<file path="config.mk">
export PLATFORM = sky130hd
export DESIGN_NAME = pc_fetch_gen_flat
export DESIGN_NICKNAME = d
export VERILOG_FILES = /design/src/rtl/pe_defs.sv /design/src/rtl/pc_fetch_gen_if.sv /design/src/rtl/pc_redirect_sel.sv /design/src/rtl/pc_fetch_gen.sv /design/src/flat_wrapper.sv
export SDC_FILE = /design/constraint.sdc
export NUM_CORES = 1
export LEC_CHECK = 0
export CORE_MARGIN = 8
export CORE_UTILIZATION = 25
export DETAILED_ROUTE_END_ITERATION = 8
export MAX_ROUTING_LAYER = met4
export PLACE_DENSITY = 0.57
export RECOVER_POWER = 50
export SETUP_SLACK_MARGIN = 0.4
export SLEW_MARGIN = 0
export SYNTH_ARGS = -nofsm -noshare
export SYNTH_HDL_FRONTEND = slang
export SYNTH_HIERARCHICAL = 1
export SYNTH_SLANG_ARGS = --single-unit
export TNS_END_PERCENT = 50
</file>
<file path="constraint.sdc">
create_clock -name clk -period 2.96 [get_ports clk]
set_input_delay 0.592 -clock clk [delete_from_list [all_inputs] [get_ports clk]]
set_output_delay 0.592 -clock clk [all_outputs]
set_load 0.03 [all_outputs]
</file>
<file path="src/rtl/pe_defs.sv">
`default_nettype none
// ============================================================================
// Package     : pe_defs
// Description : Shared definitions for the PE core front end. Holds the
//               exception codes reported by the fetch stage and the state
//               encoding of the fetch PC generator.
// Contents    : EXC_W      - exception code width
//               EXC_ADEL   - address error on instruction fetch
//               EXC_NONE   - no exception
//               fetch_state_e - RST_WAIT / RUN / REDIR_PEND
// Revision    : 1.0 - initial release
// ============================================================================
package pe_defs;

   localparam int EXC_W = 5;

   localparam logic [EXC_W-1:0] EXC_ADEL = 5'h04;
   localparam logic [EXC_W-1:0] EXC_NONE = 5'h1F;

   // RST_WAIT : single quiet cycle after reset release
   // RUN      : normal sequential fetching
   // REDIR_PEND: a redirect arrived while a request was stalled; the stalled
   //             request is still presented and will be killed on accept
   typedef enum logic [1:0] {
      RST_WAIT   = 2'd0,
      RUN        = 2'd1,
      REDIR_PEND = 2'd2
   } fetch_state_e;

   // Byte offset width of one aligned fetch block (4-byte instructions).
   function automatic int blk_off(input int fetch_width);
      return $clog2(fetch_width) + 2;
   endfunction

endpackage
`default_nettype wire

</file>
<file path="src/rtl/pc_fetch_gen_if.sv">
`default_nettype none
// ============================================================================
// Interface   : pc_fetch_gen_if
// Description : Fetch-request handshake and redirect bus between the PC
//               generator (master) and the fetch pipeline (slave).
// Signals     : fetch_enable        - pipeline allows a new request
//               fetch_valid/ready   - request handshake
//               fetch_pc/mask       - block address and valid slots
//               fetch_kill          - accepted request is stale
//               fetch_adel/excep_code - misaligned PC report
//               is_exception / is_excep_return / is_jump_branch + targets
// Revision    : 1.0 - initial release
// ============================================================================
interface pc_fetch_gen_if #(
   parameter int ADDR_W      = 32,
   parameter int FETCH_WIDTH = 2
);
   import pe_defs::*;

   logic                   fetch_enable;
   logic                   fetch_valid;
   logic                   fetch_ready;
   logic [ADDR_W-1:0]      fetch_pc;
   logic [FETCH_WIDTH-1:0] fetch_mask;
   logic                   fetch_kill;
   logic                   fetch_adel;
   logic [EXC_W-1:0]       excep_code;
   logic                   is_exception;
   logic                   is_excep_return;
   logic [ADDR_W-1:0]      excep_return_pc;
   logic                   is_jump_branch;
   logic [ADDR_W-1:0]      jump_branch_address;

   // PC generator side
   modport master (
      input  fetch_enable,
      output fetch_valid,
      input  fetch_ready,
      output fetch_pc,
      output fetch_mask,
      output fetch_kill,
      output fetch_adel,
      output excep_code,
      input  is_exception,
      input  is_excep_return,
      input  excep_return_pc,
      input  is_jump_branch,
      input  jump_branch_address
   );

   // Fetch pipeline side
   modport slave (
      output fetch_enable,
      input  fetch_valid,
      output fetch_ready,
      input  fetch_pc,
      input  fetch_mask,
      input  fetch_kill,
      input  fetch_adel,
      input  excep_code,
      output is_exception,
      output is_excep_return,
      output excep_return_pc,
      output is_jump_branch,
      output jump_branch_address
   );

endinterface
`default_nettype wire

</file>
<file path="src/rtl/pc_redirect_sel.sv">
`default_nettype none
// ============================================================================
// Module      : pc_redirect_sel
// Description : Combinational redirect priority mux.
//               exception > exception-return > jump/branch.
// Ports       : i_is_exception      - redirect to EBASE_PC
//               i_is_excep_return   - redirect to i_excep_return_pc
//               i_excep_return_pc   - exception return target
//               i_is_jump_branch    - redirect to i_jump_branch_address
//               i_jump_branch_address - branch target
//               o_redir             - any redirect requested
//               o_target            - selected redirect target
// Revision    : 1.0 - initial release
// ============================================================================
module pc_redirect_sel #(
   parameter int                ADDR_W   = 32,
   parameter logic [ADDR_W-1:0] EBASE_PC = 32'hBFC0_0380
) (
   input  wire logic              i_is_exception,
   input  wire logic              i_is_excep_return,
   input  wire logic [ADDR_W-1:0] i_excep_return_pc,
   input  wire logic              i_is_jump_branch,
   input  wire logic [ADDR_W-1:0] i_jump_branch_address,
   output logic                   o_redir,
   output logic [ADDR_W-1:0]      o_target
);

   assign o_redir = i_is_exception | i_is_excep_return | i_is_jump_branch;

   always_comb begin
      o_target = i_jump_branch_address;
      if (i_is_exception) begin
         o_target = EBASE_PC;
      end else if (i_is_excep_return) begin
         o_target = i_excep_return_pc;
      end
   end

endmodule
`default_nettype wire

</file>
<file path="src/rtl/pc_fetch_gen.sv">
`default_nettype none
// ============================================================================
// Module      : pc_fetch_gen
// Description : Program-counter and fetch-request generator for the PE core
//               front end. Holds the fetch PC, issues aligned blocks of
//               FETCH_WIDTH instructions over a valid/ready handshake and
//               applies prioritised redirects. A redirect that arrives while
//               a request is stalled is buffered, and the stalled request is
//               flagged as killed when it is finally accepted.
// Ports       : clk      - clock
//               rst_n    - asynchronous active-low reset
//               io_fetch - pc_fetch_gen_if.master (handshake, PC, mask,
//                          kill, address error and redirect inputs)
// Revision    : 1.0 - initial release
// ============================================================================
module pc_fetch_gen
   import pe_defs::*;
#(
   parameter int                ADDR_W      = 32,
   parameter int                FETCH_WIDTH = 2,
   parameter logic [ADDR_W-1:0] RESET_PC    = 32'hBFC0_0000,
   parameter logic [ADDR_W-1:0] EBASE_PC    = 32'hBFC0_0380
) (
   input  wire logic        clk,
   input  wire logic        rst_n,
   pc_fetch_gen_if.master   io_fetch
);

   localparam int OFF    = blk_off(FETCH_WIDTH);
   localparam int SLOT_W = (FETCH_WIDTH > 1) ? $clog2(FETCH_WIDTH) : 1;
   localparam int BLK_W  = ADDR_W - OFF;

   fetch_state_e      r_state;
   fetch_state_e      w_state_nxt;
   logic [ADDR_W-1:0] r_pc;
   logic [ADDR_W-1:0] w_pc_nxt;
   logic [ADDR_W-1:0] r_pend_pc;
   logic [ADDR_W-1:0] w_pend_nxt;
   logic              r_held;

   logic              w_redir;
   logic [ADDR_W-1:0] w_target;
   logic              w_valid;
   logic              w_accept;
   logic              w_stall;
   logic              w_kill;
   logic              w_adel;
   logic [SLOT_W-1:0] w_slot;
   logic [BLK_W-1:0]  w_blk_next;
   logic [ADDR_W-1:0] w_seq_pc;
   logic [FETCH_WIDTH-1:0] w_mask;

   // ------------------------------------------------------------------------
   // Redirect priority selection
   // ------------------------------------------------------------------------
   pc_redirect_sel #(
      .ADDR_W   (ADDR_W),
      .EBASE_PC (EBASE_PC)
   ) u_redirect_sel (
      .i_is_exception        (io_fetch.is_exception),
      .i_is_excep_return     (io_fetch.is_excep_return),
      .i_excep_return_pc     (io_fetch.excep_return_pc),
      .i_is_jump_branch      (io_fetch.is_jump_branch),
      .i_jump_branch_address (io_fetch.jump_branch_address),
      .o_redir               (w_redir),
      .o_target              (w_target)
   );

   // ------------------------------------------------------------------------
   // Handshake. Once a request is shown it is held until accepted, which is
   // why the pending state forces valid regardless of fetch_enable.
   // ------------------------------------------------------------------------
   assign w_valid  = (r_state == REDIR_PEND) |
                     ((r_state == RUN) & (io_fetch.fetch_enable | r_held));
   assign w_accept = w_valid & io_fetch.fetch_ready;
   assign w_stall  = w_valid & ~io_fetch.fetch_ready;
   assign w_kill   = w_accept & (w_redir | (r_state == REDIR_PEND));

   // Next aligned block: increment the block index, clear the offset bits.
   assign w_blk_next = r_pc[ADDR_W-1:OFF] + {{(BLK_W-1){1'b0}}, 1'b1};
   assign w_seq_pc   = {w_blk_next, {OFF{1'b0}}};

   // ------------------------------------------------------------------------
   // Slot index of the current PC inside its block
   // ------------------------------------------------------------------------
   generate
      if (FETCH_WIDTH > 1) begin : g_slot_multi
         assign w_slot = r_pc[OFF-1:2];
      end else begin : g_slot_single
         assign w_slot = '0;
      end
   endgenerate

   assign w_adel = |r_pc[1:0];

   // Slots before the entry point of the block are not part of the request.
   always_comb begin
      w_mask = '0;
      for (int i = 0; i < FETCH_WIDTH; i++) begin
         w_mask[i] = w_valid & ~w_adel & (i >= int'(w_slot));
      end
   end

   // ------------------------------------------------------------------------
   // State register
   // ------------------------------------------------------------------------
   always_ff @(posedge clk or negedge rst_n) begin
      if (!rst_n) begin
         r_state   <= RST_WAIT;
         r_pc      <= RESET_PC;
         r_pend_pc <= '0;
         r_held    <= 1'b0;
      end else begin
         r_state   <= w_state_nxt;
         r_pc      <= w_pc_nxt;
         r_pend_pc <= w_pend_nxt;
         r_held    <= w_stall;
      end
   end

   // ------------------------------------------------------------------------
   // Next-state / next-PC logic
   // ------------------------------------------------------------------------
   always_comb begin
      w_state_nxt = r_state;
      w_pc_nxt    = r_pc;
      w_pend_nxt  = r_pend_pc;
      case (r_state)
         RST_WAIT: begin
            w_state_nxt = RUN;
            if (w_redir) begin
               w_pc_nxt = w_target;
            end
         end
         RUN: begin
            if (w_redir) begin
               if (w_stall) begin
                  // The stalled request must stay stable; park the target.
                  w_pend_nxt  = w_target;
                  w_state_nxt = REDIR_PEND;
               end else begin
                  w_pc_nxt = w_target;
               end
            end else if (w_accept) begin
               w_pc_nxt = w_seq_pc;
            end
         end
         REDIR_PEND: begin
            if (w_accept) begin
               w_pc_nxt    = w_redir ? w_target : r_pend_pc;
               w_state_nxt = RUN;
            end else if (w_redir) begin
               // Newest redirect wins.
               w_pend_nxt = w_target;
            end
         end
         default: begin
            w_state_nxt = RST_WAIT;
         end
      endcase
   end

   // ------------------------------------------------------------------------
   // Outputs
   // ------------------------------------------------------------------------
   assign io_fetch.fetch_valid = w_valid;
   assign io_fetch.fetch_pc    = r_pc;
   assign io_fetch.fetch_mask  = w_mask;
   assign io_fetch.fetch_kill  = w_kill;
   assign io_fetch.fetch_adel  = w_adel;
   assign io_fetch.excep_code  = w_adel ? EXC_ADEL : EXC_NONE;

endmodule
`default_nettype wire
</file>
<file path="src/flat_wrapper.sv">
// flat-port wrapper written by rule: the top's interface ports become plain ports
module pc_fetch_gen_flat import pe_defs::*;
#(
   parameter int                ADDR_W      = 32,
   parameter int                FETCH_WIDTH = 2,
   parameter logic [ADDR_W-1:0] RESET_PC    = 32'hBFC0_0000,
   parameter logic [ADDR_W-1:0] EBASE_PC    = 32'hBFC0_0380
)
  (clk, rst_n, io_fetch_fetch_enable, io_fetch_fetch_valid, io_fetch_fetch_ready, io_fetch_fetch_pc, io_fetch_fetch_mask, io_fetch_fetch_kill, io_fetch_fetch_adel, io_fetch_excep_code, io_fetch_is_exception, io_fetch_is_excep_return, io_fetch_excep_return_pc, io_fetch_is_jump_branch, io_fetch_jump_branch_address);
  pc_fetch_gen_if #(.ADDR_W(ADDR_W), .FETCH_WIDTH(FETCH_WIDTH)) io_fetch_i ();
  input  wire logic clk;
  input  wire logic rst_n;
  input wire logic [$bits(io_fetch_i.fetch_enable)-1:0] io_fetch_fetch_enable;
  output wire logic [$bits(io_fetch_i.fetch_valid)-1:0] io_fetch_fetch_valid;
  input wire logic [$bits(io_fetch_i.fetch_ready)-1:0] io_fetch_fetch_ready;
  output wire logic [$bits(io_fetch_i.fetch_pc)-1:0] io_fetch_fetch_pc;
  output wire logic [$bits(io_fetch_i.fetch_mask)-1:0] io_fetch_fetch_mask;
  output wire logic [$bits(io_fetch_i.fetch_kill)-1:0] io_fetch_fetch_kill;
  output wire logic [$bits(io_fetch_i.fetch_adel)-1:0] io_fetch_fetch_adel;
  output wire logic [$bits(io_fetch_i.excep_code)-1:0] io_fetch_excep_code;
  input wire logic [$bits(io_fetch_i.is_exception)-1:0] io_fetch_is_exception;
  input wire logic [$bits(io_fetch_i.is_excep_return)-1:0] io_fetch_is_excep_return;
  input wire logic [$bits(io_fetch_i.excep_return_pc)-1:0] io_fetch_excep_return_pc;
  input wire logic [$bits(io_fetch_i.is_jump_branch)-1:0] io_fetch_is_jump_branch;
  input wire logic [$bits(io_fetch_i.jump_branch_address)-1:0] io_fetch_jump_branch_address;
  assign io_fetch_i.fetch_enable = io_fetch_fetch_enable;
  assign io_fetch_fetch_valid = io_fetch_i.fetch_valid;
  assign io_fetch_i.fetch_ready = io_fetch_fetch_ready;
  assign io_fetch_fetch_pc = io_fetch_i.fetch_pc;
  assign io_fetch_fetch_mask = io_fetch_i.fetch_mask;
  assign io_fetch_fetch_kill = io_fetch_i.fetch_kill;
  assign io_fetch_fetch_adel = io_fetch_i.fetch_adel;
  assign io_fetch_excep_code = io_fetch_i.excep_code;
  assign io_fetch_i.is_exception = io_fetch_is_exception;
  assign io_fetch_i.is_excep_return = io_fetch_is_excep_return;
  assign io_fetch_i.excep_return_pc = io_fetch_excep_return_pc;
  assign io_fetch_i.is_jump_branch = io_fetch_is_jump_branch;
  assign io_fetch_i.jump_branch_address = io_fetch_jump_branch_address;
  pc_fetch_gen #(.ADDR_W(ADDR_W), .FETCH_WIDTH(FETCH_WIDTH), .RESET_PC(RESET_PC), .EBASE_PC(EBASE_PC)) u_core (.clk(clk), .rst_n(rst_n), .io_fetch(io_fetch_i));
endmodule
</file>
======== Yosys cells after proc, flatten, opt, wreduce, memory -nomap -nowiden ========
Index checks and enable logic that the tools add are counted.
storage, ports and cells
  word-level logic and storage cells ...... 53
  output and inout bits ................... 42
  register bits after elaboration ......... 67
operators by class
  multiplexer cells ....................... 18
  $add $sub $neg .......................... 1
  eq/ne operators ......................... 9
  reductions and logical operators ........ 7
  bitwise logic cells ..................... 13
  order comparisons ....................... 1
operator list
  kind                   number
  $mux 32                11
  $pmux 32 s3            1
  $pmux 32 s2            1
  $add 29x1->29 const B  1
  $ne 2x1->1 const B     4
  $and 1x1->1            6
  $mux 2                 3
  $pmux 2 s3             1
  $mux 5                 1
  $or 1x1->1             5
  $reduce_and 5->1       1
  $reduce_and 4->1       1
  $ne 3x1->1 const B     1
  $ne 3x3->1 const B     1
  $reduce_and 3->1       1
  $reduce_bool 3->1      1
  $eq 2x1->1 const B     1
  $eq 2x2->1 const B     1
  $logic_not 2->1        1
  $ne 2x2->1 const B     1
  $not 1->1              2
  $reduce_bool 2->1      1
  $reduce_or 2->1        1
  $ge 1x1->1 const A     1

======== Longest topological paths before layout ========
  depth after elaboration ................. 7
  mapped depth ............................ 10

======== Modules after synthesis ========
The synthesis kept the hierarchy.
modules (own cells, without submodules)
  module           area an instance (um^2)  cells an instance  instances
  pc_fetch_gen     4,376.7                  469                1
  pc_redirect_sel  545.5                    73                 1

======== Worst setup path before layout ========
OpenSTA, ideal clock, no wires.
  path type ............................... reg2out
  from .................................... reg u_core.r_state[0]
  to ...................................... out io_fetch_fetch_kill
  stages on the path, launching flop included .. 8
  data required time ...................... 2.368 ns
  arrival ................................. 2.262 ns
  path buffers ............................ 3
  slack ................................... 0.106 ns
  cells stage by stage .................... dfrtp_1 > inv_1 > ha_1 > buf_2 > buf_1 > buf_1 > nor2_1 > nor3_1
on the way
  cells in the longest elaborated chain, start to end .. 5
  elaborated cells between the ends (all ways) .. 7
  classes of those cells .................. eq/ne: 2; bitwise: 5
ends and longest elaborated chain
  item                    line                 RTL
  start, declared         pc_fetch_gen.sv:33   fetch_state_e r_state;
  start signal, assigned  pc_fetch_gen.sv:114  r_state <= w_state_nxt;
  $eq 2x1->1              pc_fetch_gen.sv:74   ((r_state == RUN) & (io_fetch.fetch_enable | r_held));
  $and 1x1->1             pc_fetch_gen.sv:74
  $or 1x1->1              pc_fetch_gen.sv:73   assign w_valid = (r_state == REDIR_PEND) |
  $and 1x1->1             pc_fetch_gen.sv:75   assign w_accept = w_valid & io_fetch.fetch_ready;
  $and 1x1->1 *           pc_fetch_gen.sv:77   assign w_kill = w_accept & (w_redir | (r_state == REDIR_PEND));
  end, declared           flat_wrapper.sv:18   output wire logic [$bits(io_fetch_i.fetch_kill)-1:0] io_fetch_fetch_kill;
Mark *: on every way between the ends. The rest lies on a longest branch, timed or not.

======== Final worst setup path ========
  from .................................... in io_fetch_is_exception
  to ...................................... reg u_core.r_pend_pc[29]
on the way
  cells in the longest elaborated chain, start to end .. 5
  elaborated cells between the ends (all ways) .. 10
  classes of those cells .................. eq/ne: 1; mux: 6; bitwise: 2; reduce/logical: 1
ends and longest elaborated chain
  item                       line                   RTL
  start, declared            flat_wrapper.sv:21     input wire logic [$bits(io_fetch_i.is_exception)-1:0] io_fetch_is_exception;
  $or 1x1->1 * (2 in a row)  pc_redirect_sel.sv:28  assign o_redir = i_is_exception | i_is_excep_return | i_is_jump_branch;
  via u_core.w_redir         pc_fetch_gen.sv:41     logic w_redir;
  $mux 32                    --
  $mux 32                    pc_fetch_gen.sv:149    if (w_accept) begin
  $pmux 32 s2                pc_fetch_gen.sv:128    case (r_state)
  end signal, assigned       pc_fetch_gen.sv:116    r_pend_pc <= w_pend_nxt;
  end, declared              pc_fetch_gen.sv:37     logic [ADDR_W-1:0] r_pend_pc;
The timed path passes the listed nets; every way through them passes the cells marked *. The select of a mux whose other input is x is not followed.
A chain may end at the register's enable or synchronous reset.

==> metrics.log <==
[metrics] number of maximum-capacitance violations: 0
[metrics] commonest register cell after synthesis: dfrtp_1
[metrics] total count of hold-check failures in the final report: 0
[metrics] Placement Setup Slack: 0.0584 ns
[metrics] buffers plus inverters on the worst setup path: 3
[metrics] power density normalized to cell area: 1020 nW/um2
[metrics] arrival time at the worst endpoint: 2.78 ns
[metrics] required time at the worst-slack endpoint: 3.18 ns
[metrics] ratio of cells with drive above 1 in the final layout: 18.1%
[metrics] ANT cells: 0
[metrics] number of global-route vias before repair: 4,723
[metrics] Clock Root Buffer: clkbuf_16
[metrics] achievable clock frequency: 390 MHz
[metrics] global-route wire length before repair: 26,900 um
[metrics] net count of the finished layout: 723
[metrics] time the final worst path needs with I/O delays and setup: 2.56 ns
[metrics] synthesized netlist net count: 618
[metrics] cell accounting for the most synthesized area: dfrtp_1
[metrics] H-tree depth: 3
[metrics] CP max-delay cell: or3_4
[metrics] syn_area_per_cell: 9.08 um2
[metrics] post-route standard cell area excluding fillers: 6730 um2
[metrics] worst slew margin relative to its limit: 21.2%
[metrics] R2R Setup Slk: 0.49 ns
[metrics] clk slew on worst S/H paths: 0.06 ns
[metrics] synth-to-layout area growth: 36.8%
[metrics] maximum buffer depth of the clock tree: 2
[metrics] fraction of the cycle the final worst path needs: 86.6%
[metrics] TritonCTS clock tree: built
[metrics] unrepaired setup endpoints after global routing: no
[metrics] largest net degree at the start of global routing: 45
[metrics] CTS sink cnt: 67
[metrics] actual transition at the worst max-transition pin: 1.18 ns
[metrics] detailed-route via count: 4,723
[metrics] internal power consumption: 3.83 mW
[metrics] post-detailed-placement half-perimeter wirelength: 12,100 um
[metrics] area fraction of the dominant cell type after synthesis: 29.5%
[metrics] # IOs: 113
[metrics] Die Span X: 156 um
[metrics] Core ar.: 19,400 um2
[metrics] Residual DRC: 0
[metrics] Worst setup EP type: flip-flop
[metrics] insertion delay of the later-clocked pin in the worst-skew pair: 0.34 ns
[metrics] most instantiated library cell after synthesis: nor2_1
[metrics] reg2reg start: u_core/r_state[1]
[metrics] sum of routed wire length over all layers: 16,800 um
[metrics] ranking of synthesized cells by instance count: nor2_1, dfrtp_1, o21ai_0, mux2_2, nand2_1
[metrics] Post-Route Utilization: 34.7%
[metrics] number of buffers inserted by port buffering: 111
[metrics] biggest cell delay along the critical path: 0.46 ns
[metrics] final-report max-slew violation count: 0
[metrics] sequential group share of total power: 27.9%
[metrics] Switch Pwr: 3.01 mW
[metrics] number of enable flip-flop cells after synthesis: 0
[metrics] post-route worst setup slack: 0.397 ns
[metrics] Worst Skew: 0.0106 ns
[metrics] overall overflow remaining after global route: 0
[metrics] combinational share of power: 54.6%
[metrics] type of element launching the critical path: input port
[metrics] starting density of the core: 25.4%
[metrics] Yosys cell types: 67
[metrics] share of synthesized area occupied by flip-flops and latches: 34.3%
[metrics] top fanout value on the critical path: 9
[metrics] placer's final routability congestion estimate: 0.825
[metrics] average wire per standard cell: 18.3 um
[metrics] total placed instance area: 6400 um2
[metrics] via density per instance: 5.15
[metrics] depth of the most critical reg-to-reg path: 6
[metrics] initial antenna violation count: 0
[metrics] area of the mapped netlist: 4920 um2
[metrics] run status: finished clean
[metrics] family with the most delay on the worst path: buffers and inverters
[metrics] Die Area: 24,400 um2
[metrics] antenna violation net count after detailed routing: 0
[metrics] number of warnings reported in the yosys synthesis log: 6
[metrics] clock network power share: 17.5%
[metrics] flop and latch count out of synthesis: 67
[metrics] Inserted Clock Buffers: 9
[metrics] post-synthesis cell count: 542
[metrics] DRT Pass-1 Iters: 5
[metrics] sw frac: 44.0%
[metrics] Starting DRT DRC Count: 337
[metrics] leading cell types by total area after synthesis: dfrtp_1, mux2_2, nor2_1
[metrics] critical setup path kind: input port to flip-flop
[metrics] global-route total usage across every layer: 14.4%
[metrics] Hold WC Path Type: input port to asynchronous set/reset pin
[metrics] setup repair bufs after CTS: 0
[metrics] share of synthesized registers carrying an async set or reset: 100%
[metrics] Leakage Power: 2.79 nW
[metrics] endpoint of the worst register-to-register path: u_core/r_pend_pc[29]
[metrics] critical path, cell by cell: clkdlybuf4s50_1, or3_4, clkbuf_1, o211ai_1, buf_4, mux2_2
[metrics] number of cell rows: 51
[metrics] DIE HEIGHT: 156 um
[metrics] Final setup viols: 0
[metrics] # hold bufs at CTS: 0
[metrics] setup TNS: 0 ns
[metrics] highest ir drop seen on vdd: 401 uV
worst reg2reg max path: stages (launching register included):
cell      delay, ns
dfrtp_1        0.41
inv_1          0.12
ha_4           0.21
o21a_1         0.12
o211ai_1       0.82
buf_4          0.33
mux2_2         0.35
cell type report:
| class | count | area, um2 |
|---|---|---|
| Sequential cell | 67 | 1690 |
| Fill cell | 2039 | 12700 |
| Inverter | 14 | 52.6 |
| Tap cell | 265 | 332 |
| Clock inverter | 4 | 72.6 |
| Multi-Input combinational cell | 416 | 2960 |
| Timing Repair Buffer | 139 | 1370 |
| Clock buffer | 12 | 256 |
layer usage:
layer | GRT usage, % | wire length (um) | vias up
met2 | 22.6 | 7720 | 160
met1 | 18.5 | 7960 | 2296
met5 | - | 0 | -
met4 | 3.89 | 160 | 0
met3 | 2.68 | 986 | 14
li1 | - | - | 2253
worst max-delay path by stage:
| stage | to | from | slack [ns] | cells past startpoint |
|---|---|---|---|---|
| 2_1_floorplan | io_fetch_fetch_kill | u_core/r_state[0] | 0.34 | 7 |
| 3_3_place_gp | u_core/io_fetch.fetch_pc[27] | io_fetch_is_exception | 0.08 | 7 |
| 3_5_place_dp | u_core/io_fetch.fetch_pc[27] | io_fetch_is_exception | 0.06 | 7 |
| 4_1_cts | io_fetch_fetch_kill | io_fetch_is_exception | 0.41 | 5 |
| 5_1_grt | u_core/r_pend_pc[26] | io_fetch_is_exception | 0.30 | 6 |
| 6_report | u_core/r_pend_pc[29] | io_fetch_is_exception | 0.40 | 6 |
placed cells by master, fill, tap and decap left out, types with 12 or more instances in the layout:
cell and n:
nor2_1 66, a22o_1 20, inv_1 14, mux2i_1 21, mux2_2 40, a21oi_1 15
clkdlybuf4s50_1 93, dfrtp_1 58, a221oi_1 12, dlygate4sd3_1 12, buf_4 24, nand2_1 32
o21ai_0 42, a211o_1 12
sequential cells by signal, indices dropped and copies added (netlist names):
name,cells
u_core/r_held,1
u_core/r_pend_pc,32
u_core/r_state,2
u_core/io_fetch.fetch_pc,32
kinds of logic after synthesis:
kind of cell             Yosys count  synth area share [%]
multiplexers                      64                  14.1
buffers and inverters             59                  6.13
flip-flops                        67                  34.3
adder cells (fa/ha/maj)            5                  1.27
AO/OA/AOI/OAI                    174                  25.9
other                              1                0.0762
AND/OR/NAND/NOR                  167                  17.4
XOR/XNOR                           5                 0.890
repair_timing:
item,CTS,global route
gates cloned,0,0
endpoints found under the setup margin,4,7
resized for setup,2,5
pin swaps,0,1
per-stage QoR:
stage               hold WS [ns]  cells  power, mW
floorplan                  0.296    542       4.20
global placement           0.463    901       5.65
detailed placement         0.477    901       5.68
CTS                        0.228    917       6.91
global route               0.514    917       7.29
finish                     0.474    917       6.85
power by group through the flow:
| stage | Combinational (mW) | Clock (mW) | Sequential [mW] |
|---|---|---|---|
| after detailed placement | 3.76 | 0 | 1.92 |
| after global placement | 3.72 | 0 | 1.92 |
| after CTS | 3.77 | 1.22 | 1.91 |
| after floorplan | 2.02 | 0 | 2.17 |
| final | 3.73 | 1.20 | 1.91 |
| after global routing | 4.04 | 1.26 | 1.99 |
No activity file was read; power rests on OpenSTA's default activity.
